[src/rtl/ddr3_rd_arbiter.sv]
// ddr3_rd_arbiter: shares the DDR3 Avalon-MM read port between two requesters, tracks
// outstanding bursts in an in-order tag FIFO and steers returned beats. Optional stats: DDR3_RD_ARB_STATS_EN.
module ddr3_rd_arbiter #(
    parameter int unsigned MAX_OUTSTANDING = 16,
    parameter int unsigned STARVE_LIMIT    = 64,
    parameter int unsigned MAX_BURST       = 4
) (
    input  logic         ddr3_clk,
    input  logic         reset,
    input  logic         req0_valid,
    input  logic [25:0]  req0_addr,
    input  logic [2:0]   req0_size,
    output logic         req0_ack,
    output logic         rsp0_valid,
    output logic [127:0] rsp0_data,
    input  logic         req1_valid,
    input  logic [25:0]  req1_addr,
    input  logic [2:0]   req1_size,
    output logic         req1_ack,
    output logic         rsp1_valid,
    output logic [127:0] rsp1_data,
    input  logic         ddr3_avl_ready,
    output logic         ddr3_avl_burstbegin,
    output logic [2:0]   ddr3_avl_size,
    output logic         ddr3_avl_read_req,
    output logic [25:0]  ddr3_avl_addr,
    input  logic         ddr3_avl_read_data_valid,
    input  logic [127:0] ddr3_avl_read_data,
    output logic [4:0]   outstanding,
    output logic [1:0]   err_flags,
    output logic [31:0]  stats
);
    localparam int unsigned PTR_W = $clog2(MAX_OUTSTANDING);
    localparam int unsigned CNT_W = 5;
    localparam int unsigned SW    = $clog2(STARVE_LIMIT + 1);

    typedef enum logic [0:0] {S_IDLE = 1'b0, S_ISSUE = 1'b1} state_e;

    state_e           state_q, state_d;
    logic             cmd_id_q, cmd_id_d;
    logic [25:0]      cmd_addr_q, cmd_addr_d;
    logic [2:0]       cmd_size_q, cmd_size_d;
    logic             bb_q, bb_d;
    logic             size_err_c;
    logic [SW-1:0]    starve_q, starve_d;
    logic [CNT_W-1:0] cnt_q, cnt_d;
    logic [PTR_W-1:0] wr_ptr_q, rd_ptr_q;
    logic [3:0]       fifo_q [MAX_OUTSTANDING];
    logic [2:0]       beat_q;
    logic             rsp0_valid_q, rsp1_valid_q;
    logic [127:0]     rsp0_data_q, rsp1_data_q;
    logic [1:0]       err_q;

    logic             can_grant, pick1, accept, gnt1;
    logic             head_id, beat_hit, orphan, pop;
    logic [2:0]       head_size, raw_size;

    // Arbitration: requester 0 wins unless requester 1 has waited STARVE_LIMIT cycles
    assign accept    = (state_q == S_ISSUE) && ddr3_avl_ready;
    assign can_grant = (req0_valid || req1_valid) && (cnt_q < CNT_W'(MAX_OUTSTANDING));
    assign pick1     = req1_valid && (!req0_valid || (starve_q == SW'(STARVE_LIMIT)));
    assign raw_size  = pick1 ? req1_size : req0_size;
    assign gnt1      = ((state_q == S_IDLE) && can_grant && pick1) ||
                       ((state_q == S_ISSUE) && cmd_id_q);

    // Return path: beats belong to the FIFO head; its size tells when it is complete
    assign {head_id, head_size} = fifo_q[rd_ptr_q];
    assign beat_hit  = ddr3_avl_read_data_valid && (cnt_q != '0);
    assign orphan    = ddr3_avl_read_data_valid && (cnt_q == '0);
    assign pop       = beat_hit && (3'(beat_q + 3'd1) == head_size);

    always_comb begin
        state_d    = state_q;
        cmd_id_d   = cmd_id_q;
        cmd_addr_d = cmd_addr_q;
        cmd_size_d = cmd_size_q;
        bb_d       = 1'b0;
        size_err_c = 1'b0;
        case (state_q)
            S_IDLE: begin
                if (can_grant) begin
                    state_d    = S_ISSUE;
                    cmd_id_d   = pick1;
                    cmd_addr_d = pick1 ? req1_addr : req0_addr;
                    bb_d       = 1'b1;
                    if ((raw_size == 3'd0) || (raw_size > 3'(MAX_BURST))) begin
                        cmd_size_d = 3'd1;
                        size_err_c = 1'b1;
                    end else begin
                        cmd_size_d = raw_size;
                    end
                end
            end
            S_ISSUE: begin
                if (accept) state_d = S_IDLE;
            end
            default: state_d = S_IDLE;
        endcase
    end

    always_comb begin
        starve_d = starve_q;
        if (!req1_valid || req1_ack) begin
            starve_d = '0;
        end else if (!gnt1 && (starve_q != SW'(STARVE_LIMIT))) begin
            starve_d = SW'(starve_q + SW'(1));
        end
    end

    always_comb begin
        cnt_d = cnt_q;
        if (accept && !pop)      cnt_d = cnt_q + CNT_W'(1);
        else if (!accept && pop) cnt_d = cnt_q - CNT_W'(1);
    end

    always_ff @(posedge ddr3_clk) begin
        if (reset) begin
            state_q      <= S_IDLE;
            cmd_id_q     <= 1'b0;
            cmd_addr_q   <= '0;
            cmd_size_q   <= '0;
            bb_q         <= 1'b0;
            starve_q     <= '0;
            cnt_q        <= '0;
            wr_ptr_q     <= '0;
            rd_ptr_q     <= '0;
            beat_q       <= '0;
            rsp0_valid_q <= 1'b0;
            rsp1_valid_q <= 1'b0;
            rsp0_data_q  <= '0;
            rsp1_data_q  <= '0;
            err_q        <= '0;
            for (int i = 0; i < int'(MAX_OUTSTANDING); i++) fifo_q[i] <= '0;
        end else begin
            state_q    <= state_d;
            cmd_id_q   <= cmd_id_d;
            cmd_addr_q <= cmd_addr_d;
            cmd_size_q <= cmd_size_d;
            bb_q       <= bb_d;
            starve_q   <= starve_d;
            cnt_q      <= cnt_d;
            if (accept) begin
                fifo_q[wr_ptr_q] <= {cmd_id_q, cmd_size_q};
                wr_ptr_q         <= wr_ptr_q + PTR_W'(1);
            end
            if (pop) begin
                rd_ptr_q <= rd_ptr_q + PTR_W'(1);
                beat_q   <= '0;
            end else if (beat_hit) begin
                beat_q <= beat_q + 3'd1;
            end
            rsp0_valid_q <= beat_hit && !head_id;
            rsp1_valid_q <= beat_hit && head_id;
            if (beat_hit && !head_id) rsp0_data_q <= ddr3_avl_read_data;
            if (beat_hit && head_id)  rsp1_data_q <= ddr3_avl_read_data;
            err_q <= err_q | {size_err_c, orphan};
        end
    end

    assign req0_ack            = accept && !cmd_id_q;
    assign req1_ack            = accept && cmd_id_q;
    assign ddr3_avl_read_req   = (state_q == S_ISSUE);
    assign ddr3_avl_burstbegin = bb_q;
    assign ddr3_avl_addr       = cmd_addr_q;
    assign ddr3_avl_size       = cmd_size_q;
    assign rsp0_valid          = rsp0_valid_q;
    assign rsp1_valid          = rsp1_valid_q;
    assign rsp0_data           = rsp0_data_q;
    assign rsp1_data           = rsp1_data_q;
    assign outstanding         = cnt_q;
    assign err_flags           = err_q;

`ifdef DDR3_RD_ARB_STATS_EN
    logic [15:0] st0_q, st1_q;

    // Saturating per-requester acceptance counters
    always_ff @(posedge ddr3_clk) begin
        if (reset) begin
            st0_q <= '0;
            st1_q <= '0;
        end else begin
            if (req0_ack && (st0_q != 16'hFFFF)) st0_q <= st0_q + 16'd1;
            if (req1_ack && (st1_q != 16'hFFFF)) st1_q <= st1_q + 16'd1;
        end
    end

    assign stats = {st1_q, st0_q};
`else
    assign stats = 32'h0;
`endif

endmodule

[config.mk]
export PLATFORM = sky130hd
export DESIGN_NAME = ddr3_rd_arbiter
export DESIGN_NICKNAME = d
export VERILOG_FILES = /design/src/rtl/ddr3_rd_arbiter.sv
export SDC_FILE = /design/constraint.sdc
export NUM_CORES = 1
export LEC_CHECK = 0
export CORE_ASPECT_RATIO = 0.5
export CORE_UTILIZATION = 41
export CTS_CLUSTER_DIAMETER = 30
export DETAILED_ROUTE_END_ITERATION = 8
export GPL_ROUTABILITY_DRIVEN = 0
export GPL_TIMING_DRIVEN = 1
export PLACE_DENSITY = 0.83
export SLEW_MARGIN = 20
export SYNTH_ARGS = -nofsm -noshare
export SYNTH_HDL_FRONTEND = slang
export SYNTH_SLANG_ARGS = --single-unit
[constraint.sdc]
create_clock -name ddr3_clk -period 3.4 [get_ports ddr3_clk]
set_clock_uncertainty 0.05 [all_clocks]
set_input_delay 0.68 -clock ddr3_clk [delete_from_list [all_inputs] [get_ports ddr3_clk]]
set_output_delay 0.68 -clock ddr3_clk [all_outputs]
set_load 0.02 [all_outputs]
# After elaboration in Yosys (flattened, before gate mapping)
# Memories as Yosys holds them, arrays and structs flattened. A register that Yosys moved wholly into a read port is not among the register bits.
# Cells that the tools add are included.
dict set report word_totals {
  regBits 315
  latch_bits 0
  mem_bits_rw 64
  rom_bits 0
  input_bits 192
  output_inout_bits 330
  word_cells 87
  mem_count 1
}
# name words word_bits read_ports rd_ports_with_merged_regs wr line
set mem_list {}
lappend mem_list {fifo_q 16 4 1 1 16 48} ;# logic [3:0] fifo_q [MAX_OUTSTANDING];
dict set report classes {
  addsub 6
  multipliers 0
  div 0
  n_lt_le_gt_ge 2
  n_eq_ne 3
  shift 0
  muxes 21
  bitwise_logic 2
  n_reduce_logical 37
}
# op count
set ops {}
lappend ops {{26-bit two-way mux} 1}
lappend ops {{1-bit logical AND} 16}
lappend ops {{4-bit two-way mux} 4}
lappend ops {{1-bit two-way mux} 11}
lappend ops {{5-bit two-way mux} 2}
lappend ops {{4-bit by 1-bit adder with 4-bit output, second input constant} 2}
lappend ops {{7-bit by 1-bit adder with 7-bit output, second input constant} 1}
lappend ops {{7-bit equality test, second input constant} 1}
lappend ops {{1-bit zero test} 7}
lappend ops {{7-bit != test, second input constant} 1}
lappend ops {{3-bit two-way mux} 2}
lappend ops {{2-bit OR reduction} 3}
lappend ops {{5-bit by 1-bit adder with 5-bit output, second input constant} 1}
lappend ops {{5-bit zero test} 1}
lappend ops {{1-bit logical OR} 5}
lappend ops {{5-bit less-than comparator, second input constant} 1}
lappend ops {{5-bit nonzero test} 1}
lappend ops {{5-bit by 1-bit subtractor with 5-bit output, second input constant} 1}
lappend ops {{4-bit OR reduction} 1}
lappend ops {{3-bit by 1-bit adder with 3-bit output, second input constant} 1}
lappend ops {{3-bit equality test} 1}
lappend ops {{3-bit greater-than comparator, second input constant} 1}
lappend ops {{3-bit zero test} 1}
lappend ops {{2-bit OR} 1}
lappend ops {{4 further kinds} 4}

# Depth between registers and ports, before layout
# Gate-level depths: netlist of run 1.
dict set report logic_depth {
  ltp_word 10
  ltp_mapped 17
  ltp_nobuf 14
}

# Worst setup path before layout of run 1
# OpenSTA, ideal clock, no wires.
dict set report synth_path {
  path_type {reg2reg}
  startpoint {register with a tool-made name}
  endpoint {register cnt_q[4] (netlist: outstanding[4])}
  setup_ps 70
  arrival_ps 3459
  required_ps 3280
  path_slack_ps -179
  stages_incl_launch_ff 16
  path_buffers 2
  period_less_slack_ps 3579
  cell_sequence {dfxtp_1 -> buf_6 -> mux4_2 -> mux4_2 -> xnor2_1 -> nor2_1 -> a21bo_1 -> buf_6 -> ha_1 -> inv_1 -> ha_1 -> a21o_1 -> a21oi_1 -> xnor2_1 -> or3_1 -> a21oi_1}
}
# element line
set synth_rtl {}
lappend synth_rtl {{end signal, assigned} 141} ;# cnt_q <= cnt_d;
lappend synth_rtl {{end, declared} 46} ;# logic [CNT_W-1:0] cnt_q, cnt_d;

==> results of run 1 <==
-- stage by stage --
step | utilization | setup TNS [ns]
2_1_floorplan | - | -0.00842
3_3_place_gp | 0.573 | -0.257
3_5_place_dp | 0.573 | -0.428
4_1_cts | 0.620 | 0
5_1_grt | 0.621 | -0.329
6_report | 0.621 | -0.0356
-- what timing repair did --
item / 4_1_cts / 5_1_grt
pin swaps: 1 / 7
setup endpoints to repair: 2 / 2
resized for setup: 4 / 1
gates cloned: 0 / 0
buffers inserted: 3 / 2
-- routing by layer --
layer | share of wire | vias to the layer above | routed length, um | global-route usage
met4 | 0.045 | 0 | 2160 | 0.104
met5 | 0 | - | 0 | 0
met1 | 0.40 | 6195 | 19000 | 0.291
met2 | 0.50 | 492 | 23800 | 0.413
met3 | 0.059 | 136 | 2820 | 0.0535
li1 | - | 6345 | - | -
-- flip-flops by register name, summed over array words and instances (netlist names), named ones only --
signal               count
rsp1_valid               1
outstanding              5
ddr3_avl_burstbegin      1
rd_ptr_q                 4
rsp0_data              128
ddr3_avl_size            3
starve_q                 7
fifo_q                  64
ddr3_avl_read_req        1
err_flags                2
cmd_id_q                 1
rsp1_data              128
wr_ptr_q                 4
ddr3_avl_addr           26
rsp0_valid               1
beat_q                   3
-- Yosys cell counts (all sizes together) (4+ instances only) --
cell    instances  area, um^2
nand2b          4        25.0
mux2i          48         480
or2            17         106
buf            90         552
nor2           73         274
nor3            5        25.0
or3             4        25.0
ha             13         163
a211oi         29         218
edfxtp         64        1920
xor2           12         105
mux4           14         315
inv             8        30.0
o21ai           6        30.0
dfxtp         319        6390
nand2         526        1970
a21oi         271        1360
clkbuf         58         218
xnor2           9        78.8
and2           66         413
-- critical path, delay by kind of cell (launching register included) --
| family | cells | cell delay (ns) |
|---|---|---|
| mux | 2 | 1.05 |
| compound gates | 4 | 0.66 |
| fa+ha+maj | 2 | 0.48 |
| flops | 1 | 0.40 |
| simple gates | 2 | 0.38 |
| xor+xnor | 2 | 0.29 |
| buf+inv | 1 | 0.05 |
-- layout by cell type (no fill, tap or decap), types with 3 or more instances in the layout --
cell type	synthesis	routed
a211oi_1	29	29
a21oi_1	271	269
and2_1	66	66
buf_12	0	11
buf_4	33	21
bufinv_16	0	4
clkbuf_1	58	7
clkbuf_16	0	49
clkbuf_8	0	3
clkdlybuf4s50_1	0	488
clkinv_2	0	5
clkinv_4	0	9
clkinvlp_4	0	3
conb_1	1	32
dfxtp_1	319	318
edfxtp_1	64	64
ha_1	13	11
inv_1	8	7
inv_6	0	5
inv_8	0	3
mux2i_1	48	48
mux4_2	14	14
nand2_1	526	526
nand2b_1	4	3
nand3_1	3	3
nand4_1	3	3
nor2_1	73	72
nor3_1	5	5
o21ai_0	3	3
or2_2	16	16
or3_1	4	4
xnor2_1	9	8
xor2_1	12	12
-- cell type report --
class	count	area, um^2	share of cell area
diodes	1	2.50	0.000115
clock buffers	59	1290	0.0593
clock inverters	29	324	0.0149
inverters	8	32.5	0.00149
multi-input cells	1153	5980	0.274
flip-flops and latches	383	8310	0.381
well taps	475	594	0.0272
repair buffers	521	5280	0.242
-- report_power, final --
group | internal, W | switching (W) | total, W
logic | 0.00187 | 0.00252 | 0.00439
clock network | 0.00307 | 0.00208 | 0.00514
registers | 0.00522 | 0.000356 | 0.00557
total | 0.0102 | 0.00495 | 0.0151
-- cell families after synthesis --
kind of cell / Yosys count / synth area share
buffers and inverters: 156 / 0.0537
DFF: 383 / 0.558
muxes: 63 / 0.0542
other: 1 / 0.000252
xor gates and xnor gates: 21 / 0.0124
and+or+nand+nor: 711 / 0.198
adders and majority gates: 14 / 0.0123
AOI/OAI and AO/OA: 312 / 0.111
-- worst max path at each step --
stage                     start                           to  slack [ns]  cells after the start
final                      flop  outstanding[4]$_SDFFE_PP0P_       -0.03                     13
after global routing       flop  outstanding[4]$_SDFFE_PP0P_       -0.18                     13
after CTS                  flop  outstanding[4]$_SDFFE_PP0P_        0.02                     13
after detailed placement   flop  outstanding[3]$_SDFFE_PP0P_       -0.23                     14
after global placement     flop  outstanding[4]$_SDFFE_PP0P_       -0.14                     13
after floorplan            flop  outstanding[4]$_SDFFE_PP0P_      -0.008                     15
==> flow_metrics.py, run 1 <==
metrics = {
    "global_routing": {
        "grt_pass1_vias": 12400,
        "grt_overflow_total": 0,
        "grt_usage": 0.240,
        "grt_pass1_wl_um": 69600,
        "grt_max_degree": 149,
        "antenna_found_initial": 1,
    },
    "place": {
        "hpwl_um": 33300,
        "dp_cells": 2535,
        "dp_slack_ns": -0.231,
        "postPlaceCellArea_um2": 20100,
        "port_buffers": 489,
    },
    "detailed_routing": {
        "ant_nets": 0,
        "wirelength_um": 47700,
        "wire_per_inst_um": 18.2,
        "first_pass_iters": 7,
        "drtIter0Drc": 1131,
        "via_per_inst": 5.01,
        "drc": 0,
        "vias": 13200,
    },
    "worst_hold_path": {
        "hold_depth": 2,
        "min_to": "rsp0_data[64]$_SDFFE_PP0P_",
        "min_from": "rsp0_data[64]$_SDFFE_PP0P_",
        "hp-class": "reg2reg",
    },
    "die": {
        "dieArea_um2": 37100,
        "fp.dieH_um": 137,
        "die_w_um": 272,
        "core-area_um2": 35100,
        "io_pins": 522,
        "rows": 48,
        "initial_core_util": 0.424,
    },
    "synthesis": {
        "synth-seq-area-share": 0.558,
        "synth_edf_count": 64,
        "synth_cell_type_count": 42,
        "synthFlopType": "dfxtp_1",
        "async_reset_ff_frac": 0,
        "synth-seq-cells": 383,
        "synthCells": 1661,
        "netlist_area_um2": 14900,
        "avgSynthCellArea_um2": 8.96,
        "yosysWarnings": 0,
    },
    "final_layout": {
        "final_layout_size_suffix_gt1_frac": 0.0752,
        "fin_area_um2": 21800,
        "final_nets": 2321,
        "syn2layout_area_growth_pct": 46.5,
        "nFillCells": 2820,
        "final-instance-count-excl-fill": 2629,
    },
    "cts": {
        "cts_buffers": 48,
        "clk_latency_ns": 0.54,
        "cts_tree": "done",
        "postCtsHoldBufs": 0,
        "clk_pin_slew_worst_paths_ns": 0.06,
        "h-tree-depth": 2,
        "cts-root-buf": "clkbuf_16",
        "clock-sinks": 383,
        "clock_path_buffers": 3,
    },
    "critical_path": {
        "cp-end-kind": "flop",
        "reg2reg_depth": 13,
        "slowest_delay_ns": 0.53,
        "worst-path-max-fanout": 6,
        "critPathMostFrequentCell": "mux4_2",
        "crit_type": "reg2reg",
        "cp.arrival_ns": 3.85,
        "required_ns": 3.83,
        "r2r_slack_ns": -0.03,
        "worstPathCellList": "mux4_2 > mux4_2 > xnor2_2 > nor2_1 > a21bo_2 > ha_4 > inv_4 > fa_2 > a21o_1 > a21oi_2 > xnor2_1 > or3_1 > a21oi_1",
        "reg2reg_to": "outstanding[4]$_SDFFE_PP0P_",
        "start_kind": "flop",
        "slowest_stage": "mux4_2",
    },
    "timing": {
        "slew_headroom": 0.428,
        "finalCritPeriodShare": 1.01,
        "worst_hold_slack_ns": 0.402,
        "setup_ws_ns": -0.0270,
        "fmax_mhz": 292,
        "grt_setup_unrepaired": "yes",
        "fin_crit_ns": 3.43,
        "tightestPinTransition_ns": 0.856,
        "hold_viol_final": 0,
        "setup_viol": 2,
        "slew_violations": 0,
    },
    "pwr": {
        "ir_drop_uv": 367,
        "p_leak_nw": 7.91,
        "power_w": 0.0151,
        "powerDensity_nw_per_um2": 692,
    },
    "status": {
        "violations": "setup timing",
        "run_status": "finished, violations left",
    },
    "run": {
        "max-cap-violations": 0,
    },
}
Note: power is estimated with default switching activity, not from simulation.
==> run 2: changes to the inputs <==
--- a/config.mk
+++ b/config.mk
@@ -5,13 +5,13 @@
 export SDC_FILE = /design/constraint.sdc
 export NUM_CORES = 1
 export LEC_CHECK = 0
-export CORE_ASPECT_RATIO = 0.5
-export CORE_UTILIZATION = 41
-export CTS_CLUSTER_DIAMETER = 30
+export CORE_AREA = 2 2 206 208
+export CTS_CLUSTER_DIAMETER = 40
 export DETAILED_ROUTE_END_ITERATION = 8
+export DIE_AREA = 0 0 208 210
 export GPL_ROUTABILITY_DRIVEN = 0
 export GPL_TIMING_DRIVEN = 1
-export PLACE_DENSITY = 0.83
+export PLACE_DENSITY = 0.72
 export SLEW_MARGIN = 20
 export SYNTH_ARGS = -nofsm -noshare
 export SYNTH_HDL_FRONTEND = slang
==> constraint.sdc (replaced) <==
create_clock -name ddr3_clk -period 4.4 [get_ports ddr3_clk]
set_clock_uncertainty 0.05 [all_clocks]
set_input_delay 0.88 -clock ddr3_clk [delete_from_list [all_inputs] [get_ports ddr3_clk]]
set_output_delay 0.88 -clock ddr3_clk [all_outputs]
set_load 0.02 [all_outputs]
==> flow_metrics.py, run 2 (synthesis gave the netlist of run 1 again) <==
metrics = {
    "status": {
        "run_status": "finished clean",
    },
    "timing": {
        "setup_ws_ns": 0.302,
        "finalCritPeriodShare": 0.931,
        "setup_viol": 0,
        "hold_viol_final": 0,
        "fin_crit_ns": 4.10,
        "slew_violations": 0,
        "grt_setup_unrepaired": "no",
        "slew_headroom": 0.322,
        "tns_ns": 0,
        "fmax_mhz": 244,
        "tightestPinTransition_ns": 1.02,
    },
    "final_layout": {
        "syn2layout_area_growth_pct": 46.1,
        "final_cell_mix": "nand2_1 (526), clkdlybuf4s50_1 (488), dfxtp_1 (319)",
        "final_util": 0.524,
        "layout_commonest_cell": "nand2_1",
        "final_layout_size_suffix_gt1_frac": 0.0671,
        "final_nets": 2310,
        "final-instance-count-excl-fill": 2686,
        "diodes": 0,
    },
    "pwr": {
        "p_leak_nw": 7.85,
        "net-switching-power_w": 0.00380,
        "p_int_w": 0.00790,
        "ir_drop_uv": 310,
        "power_w": 0.0117,
        "pwr-share-comb": 0.279,
        "powerDensity_nw_per_um2": 538,
        "power_frac_clock": 0.351,
        "p_sw_frac": 0.325,
        "seq_power_share": 0.370,
    },
    "place": {
        "dp_slack_ns": 0.332,
        "dp_cells": 2588,
        "port_buffers": 489,
        "hpwl_um": 33400,
    },
    "detailed_routing": {
        "drc": 0,
        "via_per_inst": 4.86,
        "first_pass_iters": 5,
        "vias": 13000,
        "wire_per_inst_um": 17.7,
        "drtIter0Drc": 901,
        "wirelength_um": 47600,
        "ant_nets": 0,
    },
    "critical_path": {
        "crit_type": "reg2reg",
        "r2r_slack_ns": 0.30,
        "start_kind": "flop",
        "worst-path-max-fanout": 7,
        "cp-end-kind": "flop",
        "reg2reg_depth": 13,
        "required_ns": 4.86,
        "critPathCapture": "outstanding[4]$_SDFFE_PP0P_",
        "reg2reg_to": "outstanding[4]$_SDFFE_PP0P_",
        "cp.arrival_ns": 4.56,
    },
    "die": {
        "die_w_um": 208,
        "rows": 75,
        "dieArea_um2": 43700,
        "io_pins": 522,
        "initial_core_util": 0.359,
        "fp.dieH_um": 210,
        "core-area_um2": 41500,
    },
    "global_routing": {
        "grt_usage": 0.209,
        "grt_overflow_total": 0,
        "grt_max_degree": 202,
        "antenna_found_initial": 0,
        "grt_pass1_vias": 13000,
        "grt_pass1_wl_um": 72900,
    },
    "cts": {
        "clk_pin_slew_worst_paths_ns": 0.06,
        "clock-sinks": 383,
        "postCtsSetupRepairBufs": 0,
        "cts_buffers": 53,
        "cts_tree": "done",
        "postCtsHoldBufs": 0,
        "clock_path_buffers": 3,
        "cts-root-buf": "clkbuf_16",
        "h-tree-depth": 2,
        "clk_latency_ns": 0.59,
        "cts_resized": 0,
    },
    "run": {
        "max-cap-violations": 0,
    },
    "worst_hold_path": {
        "hp-class": "reg2reg",
    },
}
[run 2: metrics by stage]
step | instance area, um^2 | hold slack (ns)
floorplan | 15000 | 0.409
global placement | 20000 | 0.390
detailed placement | 20000 | 0.395
CTS | 21800 | 0.403
global route | 21800 | 0.419
finish | 21800 | 0.402
[run 2: per-layer routing]
layer	wire [um]	part of all wire	global-route usage	vias to the layer above
met3	3690	0.078	0.0597	98
li1	-	-	-	6306
met2	23700	0.50	0.367	534
met4	1500	0.031	0.0787	0
met1	18700	0.39	0.242	6103
met5	0	0	0	-
[run 2: power groups by stage]
stage | logic (W) | clock network, W | registers [W]
6_report | 0.00327 | 0.00411 | 0.00433
5_1_grt | 0.00351 | 0.00434 | 0.00439
4_1_cts | 0.00330 | 0.00419 | 0.00433
3_5_place_dp | 0.00328 | 0 | 0.00440
3_3_place_gp | 0.00323 | 0 | 0.00438
2_1_floorplan | 0.00129 | 0 | 0.00486
[run 2: worst min-delay path by stage]
stage                                    start                         end  slack [ns]  cells after the start
floorplan             rd_ptr_q[3]$_SDFFE_PP0P_                        flop        0.41                      2
global placement    rsp0_data[24]$_SDFFE_PP0P_  rsp0_data[24]$_SDFFE_PP0P_        0.39                      2
detailed placement  rsp0_data[37]$_SDFFE_PP0P_  rsp0_data[37]$_SDFFE_PP0P_        0.40                      2
CTS                 rsp0_data[37]$_SDFFE_PP0P_  rsp0_data[37]$_SDFFE_PP0P_        0.40                      2
global route        rsp1_data[62]$_SDFFE_PP0P_  rsp1_data[62]$_SDFFE_PP0P_        0.42                      2
finish              rsp0_data[62]$_SDFFE_PP0P_  rsp0_data[62]$_SDFFE_PP0P_        0.40                      2
[run 2: area by class of cell]
type | count | area, um^2
fillers | 3740 | 19700
flip-flops and latches | 383 | 8310
multi-input cells | 1153 | 5940
repair buffers | 505 | 5080
clock buffers | 72 | 1490
well taps | 539 | 674
clock inverters | 26 | 233
inverters | 8 | 30.0
[run 2: worst max-delay path: stages, from the launching register on]
cell	delay, ns
dfxtp_1	0.55
mux4_2	0.56
mux4_2	0.50
xnor2_1	0.18
nor2_1	0.08
a21bo_1	0.37
ha_1	0.25
inv_1	0.11
fa_1	0.42
a21o_1	0.19
a21oi_1	0.20
xnor2_1	0.09
or3_1	0.31
a21oi_1	0.14
==> run 3: changes to the inputs <==
--- a/config.mk
+++ b/config.mk
@@ -11,7 +11,7 @@
 export DIE_AREA = 0 0 208 210
 export GPL_ROUTABILITY_DRIVEN = 0
 export GPL_TIMING_DRIVEN = 1
-export PLACE_DENSITY = 0.72
+export PLACE_DENSITY = 0.66
 export SLEW_MARGIN = 20
 export SYNTH_ARGS = -nofsm -noshare
 export SYNTH_HDL_FRONTEND = slang
==> flow_metrics.py, run 3 (synthesis gave the netlist of run 1 again) <==
metrics = {
    "status": {
        "run_status": "finished clean",
    },
    "critical_path": {
        "reg2reg_depth": 13,
        "start_kind": "flop",
        "worst-path-max-fanout": 7,
        "r2r_slack_ns": 0.46,
        "required_ns": 4.88,
        "crit_type": "reg2reg",
        "cp-end-kind": "flop",
        "reg2reg_to": "outstanding[4]$_SDFFE_PP0P_",
        "cp.arrival_ns": 4.42,
    },
    "global_routing": {
        "grt_pass1_wl_um": 73500,
        "antenna_found_initial": 4,
        "grt_usage": 0.214,
        "grt_pass1_vias": 12700,
        "grt_overflow_total": 0,
        "grt_max_degree": 168,
    },
    "die": {
        "io_pins": 522,
        "core-area_um2": 41500,
        "dieArea_um2": 43700,
        "initial_core_util": 0.359,
        "rows": 75,
        "die_w_um": 208,
        "fp.dieH_um": 210,
    },
    "pwr": {
        "powerDensity_nw_per_um2": 554,
        "seq_power_share": 0.354,
        "ir_drop_uv": 285,
        "p_sw_frac": 0.322,
        "power_frac_clock": 0.375,
        "pwr-share-comb": 0.272,
        "power_w": 0.0122,
        "p_leak_nw": 7.97,
        "p_int_w": 0.00828,
        "net-switching-power_w": 0.00393,
    },
    "timing": {
        "grt_setup_unrepaired": "no",
        "hold_viol_final": 0,
        "fmax_mhz": 253,
        "worst_hold_slack_ns": 0.402,
        "slew_violations": 0,
        "tightestPinTransition_ns": 1.05,
        "fin_crit_ns": 3.94,
        "tns_ns": 0,
        "finalCritPeriodShare": 0.897,
        "slew_headroom": 0.299,
        "setup_viol": 0,
    },
    "final_layout": {
        "final_util": 0.531,
        "layout_commonest_cell": "nand2_1",
        "syn2layout_area_growth_pct": 48.0,
        "final_layout_size_suffix_gt1_frac": 0.0738,
        "final_cell_mix": "nand2_1 (526), clkdlybuf4s50_1 (488), dfxtp_1 (319)",
        "final_nets": 2315,
        "nFillCells": 3788,
    },
    "cts": {
        "clock_path_buffers": 3,
        "clk_latency_ns": 0.59,
        "cts-root-buf": "clkbuf_16",
        "postCtsSetupRepairBufs": 0,
        "h-tree-depth": 2,
        "clock-sinks": 383,
        "cts_tree": "done",
        "cts_resized": 0,
        "clk_pin_slew_worst_paths_ns": 0.06,
        "cts_buffers": 54,
        "postCtsHoldBufs": 0,
    },
    "worst_hold_path": {
        "min_from": "rsp0_data[55]$_SDFFE_PP0P_",
        "hold_depth": 2,
        "hp-class": "reg2reg",
        "min_to": "rsp0_data[55]$_SDFFE_PP0P_",
    },
    "run": {
        "max-cap-violations": 0,
    },
    "place": {
        "hpwl_um": 34400,
        "port_buffers": 489,
    },
    "detailed_routing": {
        "wire_per_inst_um": 18.0,
        "ant_nets": 0,
        "drc": 0,
        "first_pass_iters": 5,
        "wirelength_um": 48400,
        "vias": 13000,
        "via_per_inst": 4.81,
        "drtIter0Drc": 641,
    },
}
## run 3: stage by stage
stage | setup slack, ns | instance area, um^2 | cells
after floorplan | 0.821 | 15000 | 1692
after global placement | 0.459 | 20100 | 2592
after detailed placement | 0.445 | 20100 | 2592
after CTS | 0.430 | 22000 | 2694
after global routing | 0.189 | 22000 | 2695
final | 0.455 | 22000 | 2695
## run 3: worst max-delay path by stage
stage / slack, ns / cells after the start / startpoint / to
finish: 0.46 / 13 / flop / outstanding[4]$_SDFFE_PP0P_
global placement: 0.46 / 13 / flop / outstanding[4]$_SDFFE_PP0P_
CTS: 0.43 / 13 / flop / outstanding[4]$_SDFFE_PP0P_
global route: 0.19 / 13 / flop / outstanding[4]$_SDFFE_PP0P_
detailed placement: 0.45 / 13 / flop / outstanding[4]$_SDFFE_PP0P_
floorplan: 0.82 / 15 / flop / outstanding[4]$_SDFFE_PP0P_
## run 3: worst max-delay path, stage by stage, from the launching register on
cell	delay, ns
dfxtp_1	0.51
mux4_2	0.56
mux4_2	0.49
xnor2_1	0.17
nor2_1	0.08
a21bo_1	0.36
ha_1	0.25
inv_1	0.11
fa_1	0.42
a21o_1	0.18
a21oi_1	0.18
xnor2_1	0.09
or3_1	0.31
a21oi_1	0.14
## run 3: power groups by stage
stage / clock network, W / logic (W) / registers [W]
global route: 0.00482 / 0.00357 / 0.00438
global placement: 0 / 0.00331 / 0.00438
finish: 0.00458 / 0.00332 / 0.00432
CTS: 0.00468 / 0.00335 / 0.00433
detailed placement: 0 / 0.00333 / 0.00439
floorplan: 0 / 0.00129 / 0.00486
## run 3: cell type report
type	count	area [um^2]	share of cell area
Tap cell	539	674	0.0306
Sequential cell	383	8310	0.377
Clock inverter	40	493	0.0224
Multi-Input combinational cell	1153	5940	0.269
Antenna cell	1	2.50	0.000114
Inverter	8	30.0	0.00136
Timing Repair Buffer	509	5120	0.233
Clock buffer	62	1460	0.0664
## run 3: per-layer routing
metal / part of all wire / global-route usage
met1: 0.40 / 0.254
met2: 0.47 / 0.359
met3: 0.086 / 0.0699
met4: 0.039 / 0.0858
met5: 0.00068 / 0
